[config.mk]
export PLATFORM = sky130hd
export DESIGN_NAME = fdiv
export DESIGN_NICKNAME = d
export VERILOG_FILES = /design/src/rtl/fdiv.sv
export SDC_FILE = /design/constraint.sdc
export NUM_CORES = 1
export LEC_CHECK = 0
export ABC_CLOCK_PERIOD_IN_PS = 5500
export CAP_MARGIN = 15
export CORE_MARGIN = 2
export CORE_UTILIZATION = 48
export CTS_CLUSTER_DIAMETER = 50
export DETAILED_ROUTE_END_ITERATION = 10
export GPL_ROUTABILITY_DRIVEN = 0
export PLACE_DENSITY = 0.69
export SLEW_MARGIN = 0
export SYNTH_ARGS = -nofsm -noshare
export SYNTH_HDL_FRONTEND = slang
export SYNTH_SLANG_ARGS = --single-unit
[constraint.sdc]
create_clock -name clk -period 5.5 [get_ports clk]
set_input_delay 0.55 -clock clk [delete_from_list [all_inputs] [get_ports clk]]
set_output_delay 0.55 -clock clk [all_outputs]
set_load 0.01 [all_outputs]
[src/rtl/fdiv.sv]
// +------------------------------------------------------------------+
// | fdiv : multi-cycle binary32 divider (q = a / b), restoring radix-2 |
// | Rev 1.0 - initial release                                        |
// +------------------------------------------------------------------+
`default_nettype none

module fdiv (
   input  logic        clk,
   input  logic        rst,
   input  logic        dispatch,
   input  logic [31:0] a,
   input  logic [31:0] b,
   input  logic [1:0]  op,
   output logic [31:0] q,
   output logic        done
);

   typedef enum logic [1:0] {
      S_IDLE  = 2'd0,
      S_DIV   = 2'd1,
      S_ROUND = 2'd2,
      S_DONE  = 2'd3
   } state_t;

   localparam logic [31:0] C_DEFAULT_NAN = 32'hFFC00000;
   localparam logic [4:0]  C_LAST_ITER   = 5'd25;

   state_t             r_state;
   state_t             w_next;
   logic [31:0]        r_a;
   logic [31:0]        r_b;
   logic [1:0]         r_op;
   logic               r_sign;
   logic [25:0]        r_rem;
   logic [23:0]        r_mb;
   logic [25:0]        r_quo;
   logic signed [9:0]  r_exp;
   logic [4:0]         r_cnt;
   logic               r_rphase;
   logic [31:0]        r_q;

   // one restoring step
   logic               w_ge;
   logic [25:0]        w_diff;
   assign w_ge   = (r_rem >= {2'b00, r_mb});
   assign w_diff = r_rem - (w_ge ? {2'b00, r_mb} : 26'd0);

   // rounding of the normalised quotient
   logic               w_guard;
   logic               w_sticky;
   logic               w_inc;
   logic [24:0]        w_sum;
   logic signed [9:0]  w_exp_r;
   logic [22:0]        w_frac;
   assign w_guard  = r_quo[1];
   assign w_sticky = r_quo[0] | (|r_rem);
   assign w_inc    = w_guard & (w_sticky | r_quo[2]);
   assign w_sum    = {1'b0, r_quo[25:2]} + {24'd0, w_inc};
   assign w_exp_r  = r_exp + $signed({9'd0, w_sum[24]});
   assign w_frac   = w_sum[24] ? 23'd0 : w_sum[22:0];

   // operand classes (denormals read as zero)
   logic w_a_max, w_b_max, w_a_nan, w_b_nan, w_a_inf, w_b_inf, w_a_zero, w_b_zero;
   assign w_a_max  = &r_a[30:23];
   assign w_b_max  = &r_b[30:23];
   assign w_a_nan  = w_a_max & (|r_a[22:0]);
   assign w_b_nan  = w_b_max & (|r_b[22:0]);
   assign w_a_inf  = w_a_max & ~(|r_a[22:0]);
   assign w_b_inf  = w_b_max & ~(|r_b[22:0]);
   assign w_a_zero = ~(|r_a[30:23]);
   assign w_b_zero = ~(|r_b[30:23]);

   logic [31:0] w_result;
   always_comb begin
      w_result = {r_sign, w_exp_r[7:0], w_frac};
      if (r_op != 2'd0)
         w_result = C_DEFAULT_NAN;
      else if (w_a_nan)
         w_result = r_a | 32'h0040_0000;
      else if (w_b_nan)
         w_result = r_b | 32'h0040_0000;
      else if ((w_a_inf & w_b_inf) | (w_a_zero & w_b_zero))
         w_result = C_DEFAULT_NAN;
      else if (w_a_inf | w_b_zero)
         w_result = {r_sign, 8'hFF, 23'd0};
      else if (w_a_zero | w_b_inf)
         w_result = {r_sign, 31'd0};
      else if (w_exp_r >= 10'sd255)
         w_result = {r_sign, 8'hFF, 23'd0};
      else if (w_exp_r <= 10'sd0)
         w_result = {r_sign, 31'd0};
   end

   always_comb begin
      w_next = r_state;
      case (r_state)
         S_IDLE:  if (dispatch) w_next = S_DIV;
         S_DIV:   if (r_cnt == C_LAST_ITER) w_next = S_ROUND;
         S_ROUND: if (r_rphase) w_next = S_DONE;
         S_DONE:  w_next = S_IDLE;
         default: w_next = S_IDLE;
      endcase
   end

   always_ff @(posedge clk) begin
      if (rst) begin
         r_state  <= S_IDLE;
         r_q      <= 32'd0;
         r_cnt    <= 5'd0;
         r_rphase <= 1'b0;
         r_a      <= 32'd0;
         r_b      <= 32'd0;
         r_op     <= 2'd0;
         r_sign   <= 1'b0;
         r_rem    <= 26'd0;
         r_mb     <= 24'd0;
         r_quo    <= 26'd0;
         r_exp    <= 10'sd0;
      end else begin
         r_state <= w_next;
         case (r_state)
            S_IDLE: if (dispatch) begin
               r_a    <= a;
               r_b    <= b;
               r_op   <= op;
               r_sign <= a[31] ^ b[31];
               // special operands get a meaningless quotient; ROUND overrides it
               r_rem  <= {3'b001, a[22:0]};
               r_mb   <= {1'b1, b[22:0]};
               r_quo  <= 26'd0;
               r_exp  <= $signed({2'b00, a[30:23]}) - $signed({2'b00, b[30:23]}) + 10'sd127;
               r_cnt  <= 5'd0;
            end
            S_DIV: begin
               r_quo <= {r_quo[24:0], w_ge};
               r_rem <= {w_diff[24:0], 1'b0};
               r_cnt <= r_cnt + 5'd1;
            end
            S_ROUND: begin
               if (!r_rphase) begin
                  // ratio in (0.5,1): bring the leading one to bit 25
                  if (!r_quo[25]) begin
                     r_quo <= {r_quo[24:0], 1'b0};
                     r_exp <= r_exp - 10'sd1;
                  end
                  r_rphase <= 1'b1;
               end else begin
                  r_q      <= w_result;
                  r_rphase <= 1'b0;
               end
            end
            default: ;
         endcase
      end
   end

   assign q    = r_q;
   assign done = (r_state == S_DONE);

endmodule

`default_nettype wire

==> key figures <==
Global route
  • Total track usage: 27.4%
  • First-pass GRT wire length: 47.7 mm
  • Vias in the first global route: 8835
  • Grt total ovfl: 0
  • Initial antenna violation count: 0
  • Largest net degree at the start of global routing: 87

Die
  • Area of the core: 0.0204 mm2
  • Die width: ~150 um
  • Std cell rows: 52
  • Num ports: approximately 100
  • Starting Density: 49.3%
  • Full die area: 0.0221 mm2
  • Die Height: 149 um

Route
  • Final ANT Viol Nets: 0
  • Initial drt markers: 908
  • Number of remaining DRC errors: 0
  • WL/cell: 18.0 um
  • Final WL: 29.8 mm
  • Via density: 5.84
  • Drt first pass iters: 5
  • Via count: 9685

Worst setup path
  • CP Launch Type: flop
  • Critical Path Sink Type: flop
  • Arr. time, crit path: about 5.4 ns
  • WP data required: 5.78 ns
  • Worst setup path class: flop to flop
  • Crit path max fanout: 17

Synth
  • Yosys top cell area share: 33.8%
  • Instance count of the mapped netlist: 1304
  • Seq cells post-synth: 170
  • Netlist cell types: 69
  • Synth top area cells: dfxtp_1, nand2_1, ha_1
  • Yosys warning count: 0
  • Top_reg_cell synth: dfxtp_1
  • Most frequent cell after synthesis: nand2_1
  • EDFF count, synth: 0
  • Mapped cell area: 0.0101 mm2
  • Syn nets: 1443
  • Sequential share of the synthesized area: 33.8%
  • Synth async-reset ratio: 0%
  • Mean Syn Cell Area: 7.72 um2
  • List of most frequent post-synthesis cells: nand2_1, dfxtp_1, nor2_1
  • Largest area contributor in the netlist: dfxtp_1

Placement
  • Pre-CTS setup slack: 0.492 ns
  • Port bufs: 101
  • Dpl cell area: 0.0113 mm2
  • Hpwl dp: 21.9 mm

Clocking
  • H-Tree Depth: 4
  • Clock latency on the worst-skew pair: 0.44 ns
  • Hold Buf Count CTS: 0
  • Root Buffer Master: clkbuf_16
  • Post-CTS Setup Inserts: 0
  • Clk slew on worst S/H paths: 0.08 ns
  • TritonCTS clock tree: yes
  • Max clock buf depth: 2
  • # resized after CTS: 0
  • CTS sink cnt: 170
  • Total CTS buffers: 17

Final layout
  • Layout cells sized above 1: 5.26%
  • Diodes inserted: 0
  • P&R area growth vs syn: 17.8%
  • Final layout net count: 1513
  • Final Instance Area: 0.0119 mm2

Timing
  • Final Skew: 0.0156 ns
  • Slew Viols, Final: 0
  • Setup ws final: 0.398 ns
  • Post-layout min period: 5.10 ns
  • Final hold violation count: 0
  • Achievable clock frequency: 196 MHz
  • Setup TNS: 0 ns
  • Slew @ Worst Pin: 1.10 ns
  • Final worst path period share: 92.8%
  • Final setup vio count: 0
  • RSZ-0062 raised after global routing: no
  • Slew Limit Headroom: between 20% and 30%

Power
  • Leakage: 0.00452 uW
  • Peak VDD IR: ~0.00027 V
  • Power per Cell Area: 555 mW/mm2

Flow run
  • Total of max-cap violations: 0

Run status
  • Outcome: complete, no violations

Worst hold path
  • Worst hold path class: flop to flop
[kinds of logic (layout without fill, tap and decap cells)]
group	count (synthesis)	in the layout	synth area share (%)
AND/OR/NAND/NOR	539	539	24.2
AO/OA/AOI/OAI	314	314	20.1
flip-flops	170	170	33.8
buffers and inverters	121	204	4.80
adder cells (fa/ha/maj)	70	70	8.85
XOR/XNOR	60	60	5.22
multiplexers	30	30	2.98
[cells in the final DEF, fill, tap and decap left out, drive strengths merged, types with 6 or more instances in the layout]
cell	instances
clkdlybuf4s50	100
o21a	9
nor3	29
and4	8
dfxtp	170
a21o	12
clkinv	7
nor4	25
clkbuf	17
a211oi	26
ha	68
nand2b	11
o211ai	12
xnor2	30
xor2	30
a222oi	6
nand2	247
nor2b	13
and3	11
o21ai	55
inv	60
nand3	21
o21bai	6
a22oi	29
a31oi	6
and2	9
or3	6
mux2i	30
buf	20
a21oi	113
nand4	13
nor2	130
[routing by layer]
layer,up-vias,wire [um],GRT usage [%]
li1,4728,-,-
met1,4542,14200,41.2
met5,-,0,0
met3,37,2410,5.14
met4,0,524,6.38
met2,378,12700,40.5
[per-stage QoR]
step | hold WS, ns | utilization, % | cells | power [uW]
detailed placement | 0.443 | 55.2 | 1625 | 5330
floorplan | 0.433 | - | 1304 | 4520
global route | 0.474 | 58.0 | 1657 | 7110
CTS | 0.455 | 58.0 | 1657 | 6550
global placement | 0.441 | 55.2 | 1625 | 5300
finish | 0.451 | 58.0 | 1657 | 6580
[cell type report]
class	count	area [um2]
Multi-Input combinational cell	1013	6190
Fill cell	1891	8570
Clock buffer	17	425
Tap cell	270	338
Clock inverter	15	156
Inverter	52	195
Timing Repair Buffer	120	1150
Sequential cell	170	3400
[state kept, by name, indices dropped and copies added (netlist names)]
signal / count
q: 32
r_a: 32
r_b: 32
r_quo: 26
r_rem: 26
r_exp: 10
r_cnt: 5
r_op: 2
r_state: 2
r_mb: 1
r_rphase: 1
r_sign: 1
[worst max-delay path, cell delays in order, from the launching register on]
cell	delay, ns
dfxtp_1	0.45
and2_1	0.23
ha_1	0.23
and4_1	0.30
nand4_2	0.21
nor3_1	0.50
and3_1	0.29
ha_1	0.21
ha_1	0.25
nand3_2	0.12
or2_1	0.32
xnor2_1	0.17
or4_1	0.53
o211ai_4	0.36
or4_4	0.34
o21ai_0	0.16
mux2i_1	0.17
o21ai_0	0.11
[report_power, final]
group | leakage (uW) | total [uW] | internal [uW] | switching, uW
Combinational | 0.00284 | 3600 | 1490 | 2110
Clock | 0.000289 | 1200 | 607 | 588
Sequential | 0.00139 | 1790 | 1460 | 327
Total | 0.00452 | 6580 | 3560 | 3030
[final timing paths]
path | startpoint | to | slack, ns | depth (start not counted)
worst max-delay path | r_quo[2]$_SDFFE_PP0P_ | q[0]$_SDFFE_PP0P_ | 0.40 | 17
worst max register to register | r_quo[2]$_SDFFE_PP0P_ | q[0]$_SDFFE_PP0P_ | 0.40 | 17
worst min register to register | q[8]$_SDFFE_PP0P_ | q[8]$_SDFFE_PP0P_ | 0.45 | 2
worst min-delay path | q[8]$_SDFFE_PP0P_ | q[8]$_SDFFE_PP0P_ | 0.45 | 2
Power figures use the tool's default switching activity.
==> edit, RTL diff (same settings) <==
Make the reset (`rst`) asynchronous in one clocked block.
--- a/src/rtl/fdiv.sv
+++ b/src/rtl/fdiv.sv
@@ -102,7 +102,7 @@
       endcase
    end
 
-   always_ff @(posedge clk) begin
+   always_ff @(posedge clk or posedge rst) begin
       if (rst) begin
          r_state  <= S_IDLE;
          r_q      <= 32'd0;
Function: no difference found for any inputs over 10 cycles, from zero or initial values and one cycle with rst high; that may be too few to reach the edited logic, so the function may still have changed.
==> edit against the original RTL <==
  * Setup slack improved by 0.015 ns
  * Cell area rose by 4.0%
  * Count of clock-buffer cells in the layout rose by 4
  * Routed wire length fell by 1.0%
  * Sequential power rose by 26%
  * Power rose by 13%
  * Area after synthesis rose by 4.0%
  * Sequential cell count did not move
==> edit: results (changes against the original RTL) <==
Status
  • Status: finished clean (unchanged)

Yosys
  • Commonest cells post-synth: dfrtp_1, nand2_1, o21ai_0 (was nand2_1, dfxtp_1, nor2_1)
  • Post-synthesis cell type count: 64 (was 69)
  • Cells after synthesis: 1131 (was 1304)
  • Mux cell area share after synthesis: 8.15% (was 2.98%)
  • Syn Nets: 1270 (was 1443)
  • Adder-cell share of the synthesized area: 8.51% (was 8.85%)
  • Synth Area in Compound Gates: 15.8% (was 20.1%)
  • Post-synth ARST share: 100% (was 0%)

GRT
  • First-pass GRT wire length: 46500 microns (was 47700 microns)
  • Largest net degree at the start of global routing: 80 (was 87)
  • Met1 usage: 37.7% (was 41.2%)
  • Total Routing Usage GR: 26.6% (was 27.4%)
  • Met3 Usage GRT: 5.66% (was 5.14%)

Final layout
  • Register area: 0.00425 sq mm (was 0.00340 sq mm)
  • Multi-input gates: 857 (was 1013)
  • Clock buf/inv share: 4.91% (about the same)
  • Buffering overhead: 8.93% (was 9.71%)
  • Count of plain and timing-repair buffers: 112 (was 120)
  • Multi-input gate share of the layout cell area: 47.1% (was 52.2%)
  • Multi-input logic area: 0.00581 sq mm (was 0.00619 sq mm)

Placement
  • Dpl cells: 1473 (was 1625)
  • Post-DP HPWL: 22000 microns (was 21900 microns)

Worst setup path
  • Max Fanout on Critical Path: 18 (was 17)
  • Reg2reg start: r_quo[2] (unchanged)
  • Crit-path slowest cell: or3_1 (was or4_1)
  • Setup crit end: q[9] (was q[0])
  • Critical Path Max Stage Delay: 0.74 ns (was 0.53 ns)

Power and ir drop
  • Leakage: 0.00542 uW (was 0.00452 uW)
  • VDD IR-drop max: 0.283 mV (was 0.267 mV)
  • Switch share: 44.3% (was 46.0%)

STA
  • Clk_skew: 0.0121 ns (was 0.0156 ns)

Drt
  • Wire length on met3: 2030 microns (was 2410 microns)
  • Post-DR wirelength/cell: 19.6 microns (was 18.0 microns)
  • Via Count: 8958 (was 9685)

Hold path
  • Hold Crit Endpoint: q[4] (was q[8])
## edit: cell types whose count changed after synthesis, moves of 45 or more
cell	before	now
dfrtp_1	0	170
dfxtp_1	170	0
nand2_1	247	153
nor2_1	130	54
mux2_2	0	58
a21oi_1	113	58
o21ai_0	28	73
## edit: power by group through the flow
stage / clock, uW / combinational [uW] / sequential, uW
after global routing: 1340 / 4390 / 2300
after global placement: 0 / 3790 / 2240
final: 1270 / 3940 / 2250
after CTS: 1280 / 3880 / 2230
after floorplan: 0 / 3030 / 2020
after detailed placement: 0 / 3850 / 2250
## edit: worst reg2reg max path, stage by stage, from the launching register on
cell	delay [ns]
dfrtp_1	0.47
and2_1	0.17
ha_1	0.22
nand4_1	0.21
nor3_2	0.31
and3_1	0.32
and3_1	0.23
ha_1	0.22
ha_1	0.26
and4_4	0.27
a211oi_1	0.07
a41o_1	0.24
a41oi_2	0.26
nand4_1	0.21
or3_1	0.74
o21ai_0	0.52
mux2i_1	0.14
o21ai_0	0.15
